`config.mk`:
```
export PLATFORM = sky130hd
export DESIGN_NAME = rf_wb_arbiter
export DESIGN_NICKNAME = d
export VERILOG_FILES = /design/src/rtl/rf_wb_arbiter.sv
export SDC_FILE = /design/constraint.sdc
export NUM_CORES = 1
export LEC_CHECK = 0
export BUFFER_PORTS_ARGS = -buffer_cell sky130_fd_sc_hd__buf_2
export CORE_MARGIN = 4
export CORE_UTILIZATION = 45
export CTS_CLUSTER_DIAMETER = 100
export DETAILED_ROUTE_END_ITERATION = 16
export HOLD_SLACK_MARGIN = 0.08
export PLACE_DENSITY = 0.67
export SLEW_MARGIN = 30
export SYNTH_ARGS = -nofsm -noshare
export SYNTH_HDL_FRONTEND = slang
export SYNTH_SLANG_ARGS = --single-unit
```
`constraint.sdc`:
```
create_clock -name clk -period 5.3 [get_ports clk]
set_clock_uncertainty 0.2 [all_clocks]
set_input_delay 0.795 -clock clk [delete_from_list [all_inputs] [get_ports clk]]
set_output_delay 0.795 -clock clk [all_outputs]
set_load 0.02 [all_outputs]
```
`src/rtl/rf_wb_arbiter.sv`:
```
// Round-robin arbiter sharing one register-file write port between two
// queued writeback sources (A = ALU, B = load unit), with RAW pending flags.
module rf_wb_arbiter #(
  parameter int unsigned DEPTH = 2,
  parameter int unsigned AW    = 5,
  parameter int unsigned DW    = 32
) (
  input  logic          clk,
  input  logic          reset,
  input  logic          a_valid,
  output logic          a_ready,
  input  logic [AW-1:0] a_addr,
  input  logic [DW-1:0] a_data,
  input  logic          b_valid,
  output logic          b_ready,
  input  logic [AW-1:0] b_addr,
  input  logic [DW-1:0] b_data,
  output logic          rg_wrt_en,
  output logic [AW-1:0] rg_wrt_addr,
  output logic [DW-1:0] rg_wrt_data,
  input  logic [AW-1:0] chk_addr1,
  input  logic [AW-1:0] chk_addr2,
  output logic          chk_pend1,
  output logic          chk_pend2,
  output logic          idle
);

  localparam int unsigned PW = (DEPTH > 1) ? $clog2(DEPTH) : 1;
  localparam int unsigned CW = PW + 1;
  localparam logic [CW-1:0] FULL = CW'(DEPTH);

  // Index 0 = source A, index 1 = source B
  logic [1:0]    in_valid;
  logic [AW-1:0] in_addr [2];
  logic [DW-1:0] in_data [2];

  logic [AW-1:0] q_addr [2][DEPTH];
  logic [DW-1:0] q_data [2][DEPTH];
  logic [PW-1:0] wp [2];
  logic [PW-1:0] rp [2];
  logic [CW-1:0] cnt [2];

  logic [1:0]    ready;
  logic [1:0]    ne;
  logic [1:0]    push;
  logic [1:0]    grant;
  logic          gsel;
  logic          prio;
  logic [PW-1:0] off;
  logic          pend1;
  logic          pend2;

  assign in_valid   = {b_valid, a_valid};
  assign in_addr[0] = a_addr;
  assign in_addr[1] = b_addr;
  assign in_data[0] = a_data;
  assign in_data[1] = b_data;

  // Ready is a pure function of the current count; address-0 handshakes are dropped
  always_comb begin
    ready = '0;
    ne    = '0;
    push  = '0;
    for (int s = 0; s < 2; s++) begin
      ready[s] = (cnt[s] != FULL);
      ne[s]    = (cnt[s] != '0);
      push[s]  = in_valid[s] & ready[s] & (in_addr[s] != '0);
    end
  end

  // Round-robin grant; prio names the source favoured when both heads are valid
  always_comb begin
    grant = '0;
    if (ne[0] && ne[1]) begin
      grant[prio] = 1'b1;
    end else if (ne[0]) begin
      grant[0] = 1'b1;
    end else if (ne[1]) begin
      grant[1] = 1'b1;
    end
  end

  assign gsel = grant[1];

  always_ff @(posedge clk or negedge reset) begin
    if (!reset) begin
      for (int s = 0; s < 2; s++) begin
        wp[s]  <= '0;
        rp[s]  <= '0;
        cnt[s] <= '0;
      end
    end else begin
      for (int s = 0; s < 2; s++) begin
        if (push[s]) wp[s] <= wp[s] + PW'(1);
        if (grant[s]) rp[s] <= rp[s] + PW'(1);
        case ({push[s], grant[s]})
          2'b10:   cnt[s] <= cnt[s] + CW'(1);
          2'b01:   cnt[s] <= cnt[s] - CW'(1);
          default: cnt[s] <= cnt[s];
        endcase
      end
    end
  end

  // Storage carries no reset; occupancy is tracked by the pointers and counts
  always_ff @(posedge clk) begin
    for (int s = 0; s < 2; s++) begin
      if (push[s]) begin
        q_addr[s][wp[s]] <= in_addr[s];
        q_data[s][wp[s]] <= in_data[s];
      end
    end
  end

  always_ff @(posedge clk or negedge reset) begin
    if (!reset) begin
      rg_wrt_en   <= 1'b0;
      rg_wrt_addr <= '0;
      rg_wrt_data <= '0;
      prio        <= 1'b0;
    end else begin
      rg_wrt_en <= |grant;
      if (|grant) begin
        rg_wrt_addr <= q_addr[gsel][rp[gsel]];
        rg_wrt_data <= q_data[gsel][rp[gsel]];
        prio        <= ~gsel;
      end
    end
  end

  // A write is pending while queued in either FIFO or presented on the port
  always_comb begin
    pend1 = rg_wrt_en && (rg_wrt_addr == chk_addr1);
    pend2 = rg_wrt_en && (rg_wrt_addr == chk_addr2);
    off   = '0;
    for (int s = 0; s < 2; s++) begin
      for (int j = 0; j < int'(DEPTH); j++) begin
        off = PW'(j) - rp[s];
        if (CW'(off) < cnt[s]) begin
          if (q_addr[s][j] == chk_addr1) pend1 = 1'b1;
          if (q_addr[s][j] == chk_addr2) pend2 = 1'b1;
        end
      end
    end
    if (chk_addr1 == '0) pend1 = 1'b0;
    if (chk_addr2 == '0) pend2 = 1'b0;
  end

  assign a_ready   = ready[0];
  assign b_ready   = ready[1];
  assign chk_pend1 = pend1;
  assign chk_pend2 = pend2;
  assign idle      = !ne[0] && !ne[1] && !rg_wrt_en;

  a_no_dual_addr: assert property (@(posedge clk) disable iff (!reset)
    !(push[0] && push[1] && (a_addr == b_addr)));

endmodule

```
==> results.md, run 1 <==
* GP Congestion at 0.833
* Finished Core Util at between 50% and 60%
* ANT nets after route at 0
* Slew HR at around 48%
* Final Hold Fails at 0
* Via-to-Cell Ratio at ~5.2
* Cell variety after synth at 36
* Tcrit/Tclk final at 60.8%
* Yosys reg bits at between 150 and 200
* Clock H-tree levels at 4
* Pwr Density at between 500 and 600 nW/um^2
* Post-Syn Area per Cell at 14.4 sq um
* FMAX at 0.310 GHz
* Setup repair bufs after CTS at 0
* Syn Nets at 663
* DP HPWL at 11.7 mm
* Clock tree buffer depth at 2
* EDFF count, synth at 148
* Post-synthesis sequential area ratio at between 60 and 70%
* Final setup margin at 2.08 ns
* CTS tree: yes
* Layout cells sized above 1 at a little under a third
* Vias post-DR at 4839
* Vias in the first global route at just over 5k
* Post-Syn Area at between 8000 and 9000 sq um
* Synth Instances at 573
* Clock-pin slew on the worst setup and hold paths at 0.07 ns
* Max IR drop VDD at around 270 uV
* Unrepaired setup endpoints after global routing: false
* Cell Rows at 49
* Worst slack, placed at 2.27 ns
* Primary FF master, synth: edfxtp_1
* Initial DRT Pass Iterations at 4
* Kind of critical path: reg -> out
* Top cell type's share of synthesized area at between 50% and 60%
* Initial antenna violation count at 0
* Die area at 20600 sq um
* Status: completed
* Fin nets at a little under 800
* Hold slack at roughly 0.28 ns
* Port buffer count at 130
* Hold WC Path Type: in -> async
* Initial Util at between 40% and 50%
* Top area cells in the synthesized netlist: edfxtp_1 (54%), dfrtp_1 (14%), mux2i_1 (4.5%), mux2_2 (4.2%), xnor2_1 (3.5%)
* Async SR Flop Fraction at 24.1%
* Hold buffers post-CTS at 0
* Yosys Warn Count at 0
* Worst Path Required at 4.30 ns
* # clock sinks at approximately 200
* First-pass GRT wire length at approximately 27 mm
* Avg WL per Cell at around 18 um
* DRC Markers at 0
* CP Max Fanout at 40
* Commonest cells in the netlist: edfxtp_1 (148), dfrtp_1 (47), nor2_1 (46)
* Most numerous cell in the Yosys netlist: edfxtp_1
* Clock Latency Late Sink at 0.43 ns
* CTS Root Cell: clkbuf_16
* Largest net degree at the start of global routing at 75
* Top Ports at about 130
* Final slew viol count at 0
* Total Neg Setup Slack at 0 ns
* Core area at 18000 sq um
* Num CTS Buffers at 17
* Die height at ~140 um
* Final setup vio count at 0
* Post-CTS sizing at 0
* Max-Cap Viols at 0
* Total Wirelength at 17.2 mm
* Grt total ovfl at 0
* Startpoint types: flop
* Minimum clock period at 3.22 ns
* Area leader, netlist: edfxtp_1
* Slew @ Worst Pin at about 0.78 ns
* 1st-iter DRT viols at approximately 290
* Area growth syn-to-layout at 17.0%
* Die X at 143 um
* Critical path endpoint category: output port
* CP arrival at 2.23 ns
* Leak at 3.67 nW
* Total power at around 5.7 mW
* Gr usage total at approximately 17%
==> state kept, by name, summed over array words and instances, names as in the netlist <==
| signal | count |
|---|---|
| rg_wrt_data | 32 |
| cnt | 4 |
| q_addr | 20 |
| rg_wrt_addr | 5 |
| prio | 1 |
| rg_wrt_en | 1 |
| wp | 2 |
| q_data | 128 |
| rp | 2 |
==> power by group <==
part	switching [mW]	total, mW	internal [mW]
registers	0.335	2.49	2.15
clock network	0.527	1.29	0.767
logic	1.15	1.93	0.777
==> cells by family (layout without fill, tap and decap cells) <==
| group | Yosys count | after routing | synth area share [%] |
|---|---|---|---|
| fa+ha+maj | 2 | 2 | 0.303 |
| xor+xnor | 60 | 60 | 6.36 |
| compound gates | 88 | 88 | 6.17 |
| buf+inv | 42 | 175 | 3.47 |
| mux | 74 | 74 | 9.53 |
| simple gates | 112 | 112 | 6.12 |
| other cells | 0 | 1 | 0 |
| flops | 195 | 195 | 68.1 |
==> path summary, 6_finish.rpt <==
| kind | slack [ns] | end | from | depth (start not counted) |
|---|---|---|---|---|
| max reg2reg | 2.48 | cnt[1] | cnt[3] | 7 |
| min reg2reg | 0.28 | rg_wrt_data[7] | rg_wrt_data[7] | 2 |
| max in group asynchronous | 4.08 | rp[1] | reset | 2 |
| min in group clk | 0.28 | rg_wrt_data[7] | rg_wrt_data[7] | 2 |
| max | 2.08 | chk_pend1 | rp[1] | 6 |
| min | 0.28 | rg_wrt_data[29] | reset | 2 |
==> area by class of cell <==
class	count	area [sq um]
timing repair buffer	138	751
tap	229	287
sequential	195	5630
fill	1495	8360
clock inverter	9	129
clock buffer	23	468
inverter	5	18.8
antenna	1	2.50
multi-input combinational	336	2380
==> metal layers <==
metal	vias to the layer above	global-route usage (%)	wire, um
met3	28	3.93	877
met1	2373	21.1	7070
met5	-	0	0
li1	2312	-	-
met4	0	6.84	280
met2	126	30.1	9000
==> critical path, cell delays in order, from the launching register on <==
cell,delay (ns)
dfrtp_4,0.81
nor2b_1,0.13
o2111ai_1,0.20
nor3_1,0.07
nor4_1,0.29
a21oi_1,0.12
buf_2,0.17
==> placed cells by master (no fill, tap or decap), drive strengths merged, types with 6 or more instances in the layout <==
| master | instances |
|---|---|
| nor3 | 10 |
| o21ai | 38 |
| xor2 | 27 |
| dfrtp | 47 |
| clkbuf | 23 |
| buf | 138 |
| mux2i | 37 |
| mux2 | 37 |
| xnor2 | 33 |
| inv | 6 |
| nor2 | 48 |
| nand2 | 38 |
| a21oi | 40 |
| edfxtp | 148 |
==> metrics by stage <==
step                cell area, sq um  std cells
CTS                             9660        935
global route                    9660        935
floorplan                       8260        573
detailed placement              9060        903
finish                          9660        936
global placement                9010        901
(Power assumes the default switching activity.)
==> inputs of run 2 (changes only) <==
==> constraint.sdc (replaced) <==
create_clock -name clk -period 3.35 [get_ports clk]
set_clock_uncertainty 0.2 [all_clocks]
set_input_delay 0.5025 -clock clk [delete_from_list [all_inputs] [get_ports clk]]
set_output_delay 0.5025 -clock clk [all_outputs]
set_load 0.02 [all_outputs]
==> run 2 against run 1 <==
Against the previous run:
- combinational power increased by 70%
- clock power increased by 57%
- sequential power increased by 54%
- wire length increased by 2.6%
==> results.md, run 2 (synthesis gave the netlist of run 1 again) <==
* Reg2reg end: rg_wrt_data[4] (was cnt[1])
* Finished Core Util at 57.6% (was 53.6%)
* ANT nets after route at 0 (unchanged)
* Switching share of power at 35.4% (was 35.2%)
* Reg2reg setup slack at 1.05 ns (was 2.48 ns)
* Max IR drop VDD at 474 uV (was 274 uV)
* Filler instances at 1420 (was 1495)
* CP arrival at 2.09 ns (was 2.23 ns)
* Slew HR at 44.5% (was 48.0%)
* FMAX at about 0.36 GHz
* Gr usage total at 17.7% (was 17.3%)
* Area growth syn-to-layout at 25.6% (was 17.0%)
* CTS Root Cell: clkbuf_16 (unchanged)
* Worst Path Required at 2.65 ns (was 4.30 ns)
* Crit-path max cell delay at 0.50 ns (was 0.81 ns)
* Final Hold Fails at 0 (unchanged)
* Clock H-tree levels at 4 (unchanged)
* Hold-critical path depth at 1
* GP Congestion at 0.873 (was 0.833)
* Worst r2r src: cnt[3] (unchanged)
* 1st-iter DRT viols at 306 (was 286)
* Avg WL per Cell at 17.6 um (was 18.4 um)
* Initial antenna violation count at 0 (unchanged)
* Unrepaired setup endpoints after global routing: false (unchanged)
* Total Wirelength at 17.7 mm (was 17.2 mm)
* Worst Hold Endpoint: q_addr[1][2]
* Commonest non-fill, non-tap cell in the layout: edfxtp_1 (unchanged)
* Die area at 20600 sq um (unchanged)
* Multi-input logic area at 2380 sq um (unchanged)
* Hold WC Path Type: in -> reg (was in -> async)
* Int Power at 5.91 mW (was 3.70 mW)
* Layout cells sized above 1 at 27.7% (was 30.2%)
* Final instance area at 10400 sq um (was 9660 sq um)
* Final setup vio count at 0 (unchanged)
* Pwr Density at 882 nW/um^2 (was 591 nW/um^2)
* Total power at 9.15 mW (was 5.71 mW)
* Fin nets at 852 (was 783)
* Clock-pin slew on the worst setup and hold paths at 0.07 ns (about the same)
* CP Cell Sequence: nor2b_1, o2111ai_1, nor3_1, nor4_1, a21oi_1, buf_2 (unchanged)
* Grt total ovfl at 0 (unchanged)
* Clock share of power at 22.1% (was 22.7%)
* Setup repair bufs after CTS at 0 (unchanged)
* Sequential share of power at 41.9% (was 43.6%)
* Post-DP Area at 9120 sq um (was 9060 sq um)
* Port buffer count at 130 (unchanged)
* # clock sinks at 195 (unchanged)
* Die height at 143 um (unchanged)
* Final slew viol count at 0 (unchanged)
* Clock Latency Late Sink at 0.43 ns (about the same)
* Total Neg Setup Slack at 0 ns (unchanged)
* Switching power at 3.23 mW (was 2.01 mW)
* Tcrit/Tclk final at 83.3%
* Core area at 18000 sq um (unchanged)
* Clock tree buffer depth at 2 (unchanged)
* Die X at 143 um (unchanged)
* Max reg flops at 128 (unchanged)
* Status: completed (unchanged)
* First-pass GRT wire length at 27.7 mm (was 27.0 mm)
* Max-Cap Viols at 0 (unchanged)
* Logic pwr share at 36.0% (was 33.7%)
* Leak at 3.97 nW (was 3.67 nW)
* Initial Util at 45.8% (unchanged)
* Kind of critical path: reg -> out (unchanged)
* Register area at 5620 sq um (was 5630 sq um)
* Vias post-DR at 5119 (was 4839)
* Largest net degree at the start of global routing at 45 (was 75)
* Initial DRT Pass Iterations at 8 (was 4)
* Hold path startpoint: b_addr[2]
* Critical path endpoint category: output port (unchanged)
* Top Ports at 131 (unchanged)
* DP HPWL at 12.1 mm (was 11.7 mm)
* Worst Reg-to-Reg Cells at 6 (was 7)
* Startpoint types: flop (unchanged)
* Via-to-Cell Ratio at 5.09 (was 5.17)
* CTS tree: yes (unchanged)
* Most frequent cells in the layout: edfxtp_1 (148), buf_2 (130), dlygate4sd3_1 (66), dfrtp_1 (45), nor2_1 (42) (was edfxtp_1 (148), buf_2 (130), dfrtp_1 (45), nor2_1 (42), a21oi_1 (40))
* Vias in the first global route at 5433 (was 5158)
* Cell Rows at 49 (unchanged)
* Num CTS Buffers at 17 (unchanged)
* CP Max Fanout at 7 (was 40)
* Slew @ Worst Pin at 0.833 ns (was 0.779 ns)
* DRC Markers at 0 (unchanged)
* Critical path's slowest cell: dfrtp_1 (was dfrtp_4)
* Minimum clock period at ~2.8 ns
run 2: metal layers:
layer  vias to the layer above  wire length [um]  track usage (%)
met2                       155              9010             30.2
met5                         -                 0                0
met3                        23               989             4.09
met4                         0               330             6.44
li1                       2451                 -                -
met1                      2490              7340             22.2
run 2: cell type report:
cell class              count  area share (%)
well taps                 229            2.76
repair buffers            207            14.2
multi-input cells         336            23.0
clock inverters            13            1.51
diodes                      1          0.0241
flip-flops and latches    195            54.2
clock buffers              19            4.17
inverters                   5           0.181
run 2: stage by stage:
stage                     std cells  setup WS (ns)  hold slack, ns
after CTS                       999          0.588          0.0803
after floorplan                 573          0.205         0.00691
after detailed placement        906          0.924           0.271
final                          1005          0.561          0.0988
after global placement          902          0.986           0.261
after global routing           1004          0.411          0.0802
run 2: how the worst max path moves through the flow:
stage | from | to | cells past startpoint
floorplan | cnt[0] | q_addr[1][0] | 4
CTS | cnt[2] | chk_pend1 | 6
global placement | a_addr[0] | q_data[0][29] | 4
global route | cnt[0] | chk_pend2 | 6
finish | cnt[2] | chk_pend1 | 6
detailed placement | b_addr[0] | cnt[1] | 6
run 2: power groups by stage:
stage                     combinational, mW  clock, mW  sequential (mW)
after global placement                 3.07          0             3.84
final                                  3.29       2.02             3.83
after detailed placement               3.26          0             3.87
after global routing                   3.63       2.17             3.91
after CTS                              3.33       2.05             3.83
after floorplan                        2.21          0             4.02
run 2: critical path: cells and delay by family (launching register included):
family / cells / cell delay (ns)
buffers and inverters: 1 / 0.17
DFF: 1 / 0.50
AOI/OAI and AO/OA: 2 / 0.32
and+or+nand+nor: 3 / 0.68
run 2: what timing repair did:
action / 4_1_cts / 5_1_grt
hold buffers: 61 / 5
endpoints found under the hold margin: 152 / 10
resized for setup: 0 / 0
==> inputs of run 3 (changes only) <==
--- a/config.mk
+++ b/config.mk
@@ -11,7 +11,7 @@
 export CTS_CLUSTER_DIAMETER = 100
 export DETAILED_ROUTE_END_ITERATION = 16
 export HOLD_SLACK_MARGIN = 0.08
-export PLACE_DENSITY = 0.67
+export PLACE_DENSITY = 0.69
 export SLEW_MARGIN = 30
 export SYNTH_ARGS = -nofsm -noshare
 export SYNTH_HDL_FRONTEND = slang
==> constraint.sdc (replaced) <==
create_clock -name clk -period 2.2 [get_ports clk]
set_clock_uncertainty 0.2 [all_clocks]
set_input_delay 0.33 -clock clk [delete_from_list [all_inputs] [get_ports clk]]
set_output_delay 0.33 -clock clk [all_outputs]
set_load 0.02 [all_outputs]
==> run 3 against run 2 <==
Against the previous run:
- the run now ends with setup timing left
- total power is 60% higher
- register-to-register slack lost 0.92 ns
- non-clock buffer count up 33
- sequential share of layout area decreased by 2.3 points
- die area is the same
- critical path depth is 1 higher
- global-route usage rose by 0.58 points
- count of clock-buffer cells in the layout is 2 lower
- utilization is 2.6 points higher
- largest cell class unchanged
- highest routed layer unchanged
==> results.md, run 3 (synthesis gave the netlist of run 1 again) <==
* Total Wirelength at 18.4 mm (was 17.7 mm)
* CP arrival at 1.93 ns (was 2.09 ns)
* Final slew viol count at 0 (unchanged)
* Max IR drop VDD at 685 uV (was 474 uV)
* Slew @ Worst Pin at 0.737 ns (was 0.833 ns)
* Vias post-DR at 5300 (was 5119)
* CTS tree: yes (unchanged)
* Largest net degree at the start of global routing at 35 (was 45)
* Port buffer count at 130 (unchanged)
* Filler instances at 1389 (was 1420)
* Hold WC Path Type: in -> async (was in -> reg)
* Pwr Density at 1350 nW/um^2 (was 882 nW/um^2)
* Clock-pin slew on the worst setup and hold paths at 0.07 ns (about the same)
* Clock Latency Late Sink at 0.43 ns (about the same)
* Final Hold Fails at 0 (unchanged)
* Initial DRT Pass Iterations at 4 (was 8)
* Minimum clock period at 2.46 ns
* First-pass GRT wire length at 28.7 mm (was 27.7 mm)
* Critical path's slowest cell: dfrtp_1 (unchanged)
* Final setup vio count at 2 (was 0)
* Die height at 143 um (unchanged)
* Unrepaired setup endpoints after global routing: true (was false)
* Commonest non-fill, non-tap cell in the layout: edfxtp_1 (unchanged)
* Buf+Inv Stages, Crit Path at 2 (was 1)
* Kind of critical path: reg -> out (unchanged)
* Layout cells sized above 1 at 32.3% (was 27.7%)
* Worst Path Required at 1.67 ns (was 2.65 ns)
* Critical path endpoint category: output port (unchanged)
* Fin nets at 885 (was 852)
* Cell Rows at 49 (unchanged)
* Max-Cap Viols at 0 (unchanged)
* Max reg flops at 128 (unchanged)
* ANT nets after route at 0 (unchanged)
* Via-to-Cell Ratio at 5.11 (was 5.09)
* Core area at 18000 sq um (unchanged)
* Int Power at 9.52 mW (was 5.91 mW)
* Slew HR at 50.8% (was 44.5%)
* Area growth syn-to-layout at 31.2% (was 25.6%)
* Ant diodes at 0 (was 1)
* Crit-path max cell delay at 0.40 ns (was 0.50 ns)
* Initial Util at 45.8% (unchanged)
* 1st-iter DRT viols at 353 (was 306)
* # clock sinks at 195 (unchanged)
* Clock H-tree levels at 4 (unchanged)
* Failing checks: setup timing
* Vias in the first global route at 5602 (was 5433)
* Worst slack, placed at -0.143 ns (was 0.924 ns)
* Status: complete, but fails checks (was completed)
* Clock share of power at 23.1% (was 22.1%)
* Initial antenna violation count at 0 (unchanged)
* Most frequent cells in the layout: edfxtp_1 (148), buf_2 (127), dlygate4sd3_1 (75), dfrtp_1 (42), nor2_1 (41) (was edfxtp_1 (148), buf_2 (130), dlygate4sd3_1 (66), dfrtp_1 (45), nor2_1 (42))
* Top Ports at 131 (unchanged)
* Sequential share of power at 39.4% (was 41.9%)
* Die area at 20600 sq um (unchanged)
* Tcrit/Tclk final at 112%
* Final setup margin at -0.263 ns (was 0.561 ns)
* Num CTS Buffers at 17 (unchanged)
* GP Congestion at 0.882 (was 0.873)
* Register area at 5630 sq um (was 5620 sq um)
* Final instance area at 10800 sq um (was 10400 sq um)
* Switching share of power at 35.1% (was 35.4%)
* Total power at 14.7 mW (was 9.15 mW)
* Logic pwr share at 37.5% (was 36.0%)
* Crit. path cell count at 7 (was 6)
* CP Max Fanout at 4 (was 7)
* CTS Root Cell: clkbuf_16 (unchanged)
* Grt total ovfl at 0 (unchanged)
* DP HPWL at 12.4 mm (was 12.1 mm)
* Multi-input logic area at 2480 sq um (was 2380 sq um)
* Die X at 143 um (unchanged)
* CP Cell Sequence: buf_6, nor2b_4, o2111ai_2, nor3_2, nor4_2, a21oi_1, buf_4 (was nor2b_1, o2111ai_1, nor3_1, nor4_1, a21oi_1, buf_2)
* Avg WL per Cell at 17.8 um (was 17.6 um)
* Clock tree buffer depth at 2 (unchanged)
* Post-DP Area at 9250 sq um (was 9120 sq um)
* Gr usage total at 18.3% (was 17.7%)
* CP delay by family, top: simple AND/OR/NAND/NOR gates (unchanged)
* DRC Markers at 0 (unchanged)
* Switching power at 5.15 mW (was 3.23 mW)
* FMAX at between 0.4 and 0.5 GHz
* Leak at 4.20 nW (was 3.97 nW)
* Worst Reg-to-Reg Cells at 5 (was 6)
* Startpoint types: flop (unchanged)
==> run 3: changes by cell type in the layout (fill, tap and decap cells not counted), moves of 3 or more <==
cell / delta
buf_6: +4
o2111ai_1: -3
o2111ai_2: +3
dlygate4sd3_1: +9
dfrtp_1: -3
buf_2: -3
nor3_1: -4
nor3_2: +4
dfrtp_2: +3
clkinv_1: -3
xnor2_1: -3
buf_4: +23
==> run 3: metal layers <==
| metal | routed length (um) | GRT usage (%) | vias to the layer above |
|---|---|---|---|
| met2 | 9310 | 31.1 | 149 |
| li1 | - | - | 2526 |
| met4 | 409 | 6.69 | 0 |
| met1 | 7730 | 23.3 | 2592 |
| met5 | 0 | 0 | - |
| met3 | 986 | 3.79 | 33 |
==> run 3: cell type report <==
| class | instances | area share [%] |
|---|---|---|
| timing repair buffer | 240 | 16.3 |
| clock inverter | 15 | 2.11 |
| sequential | 195 | 51.9 |
| multi-input combinational | 336 | 22.9 |
| clock buffer | 17 | 3.93 |
| inverter | 5 | 0.173 |
| tap | 229 | 2.64 |
==> run 3: worst paths after layout <==
check,start,to,slack (ns)
max in group asynchronous,reset,rg_wrt_addr[1],0.96
min in group clk,b_valid,wp[0],0.18
min reg2reg,rg_wrt_data[22],rg_wrt_data[22],0.28
max reg2reg,rp[0],rg_wrt_data[9],0.13
max,cnt[2],chk_pend1,-0.26
min,reset,rg_wrt_en,0.16
==> run 3: per-stage QoR <==
step,hold WS [ns],utilization (%),instances,TNS [ns]
after floorplan,-0.166,-,573,-24.71
after CTS,0.164,59.5,1033,-0.551
after detailed placement,0.0769,51.3,923,-0.258
after global routing,0.182,60.1,1037,-0.760
after global placement,0.0810,50.7,919,-0.118
final,0.160,60.1,1037,-0.514
==> run 3: power groups by stage <==
stage | Sequential (mW) | Combinational [mW] | Clock, mW
floorplan | 6.11 | 3.39 | 0
global placement | 5.76 | 4.89 | 0
detailed placement | 5.81 | 5.22 | 0
CTS | 5.76 | 5.45 | 3.44
global route | 5.89 | 6.03 | 3.60
finish | 5.79 | 5.49 | 3.39
==> run 3: what timing repair did <==
| action | 4_1_cts | 5_1_grt |
|---|---|---|
| pin swaps | 9 | 12 |
| endpoints found under the setup margin | 3 | 3 |
| resized for setup | 13 | 16 |
| endpoints found under the hold margin | 195 | 0 |
| hold buffers | 75 | 0 |
| setup buffers | 3 | 6 |
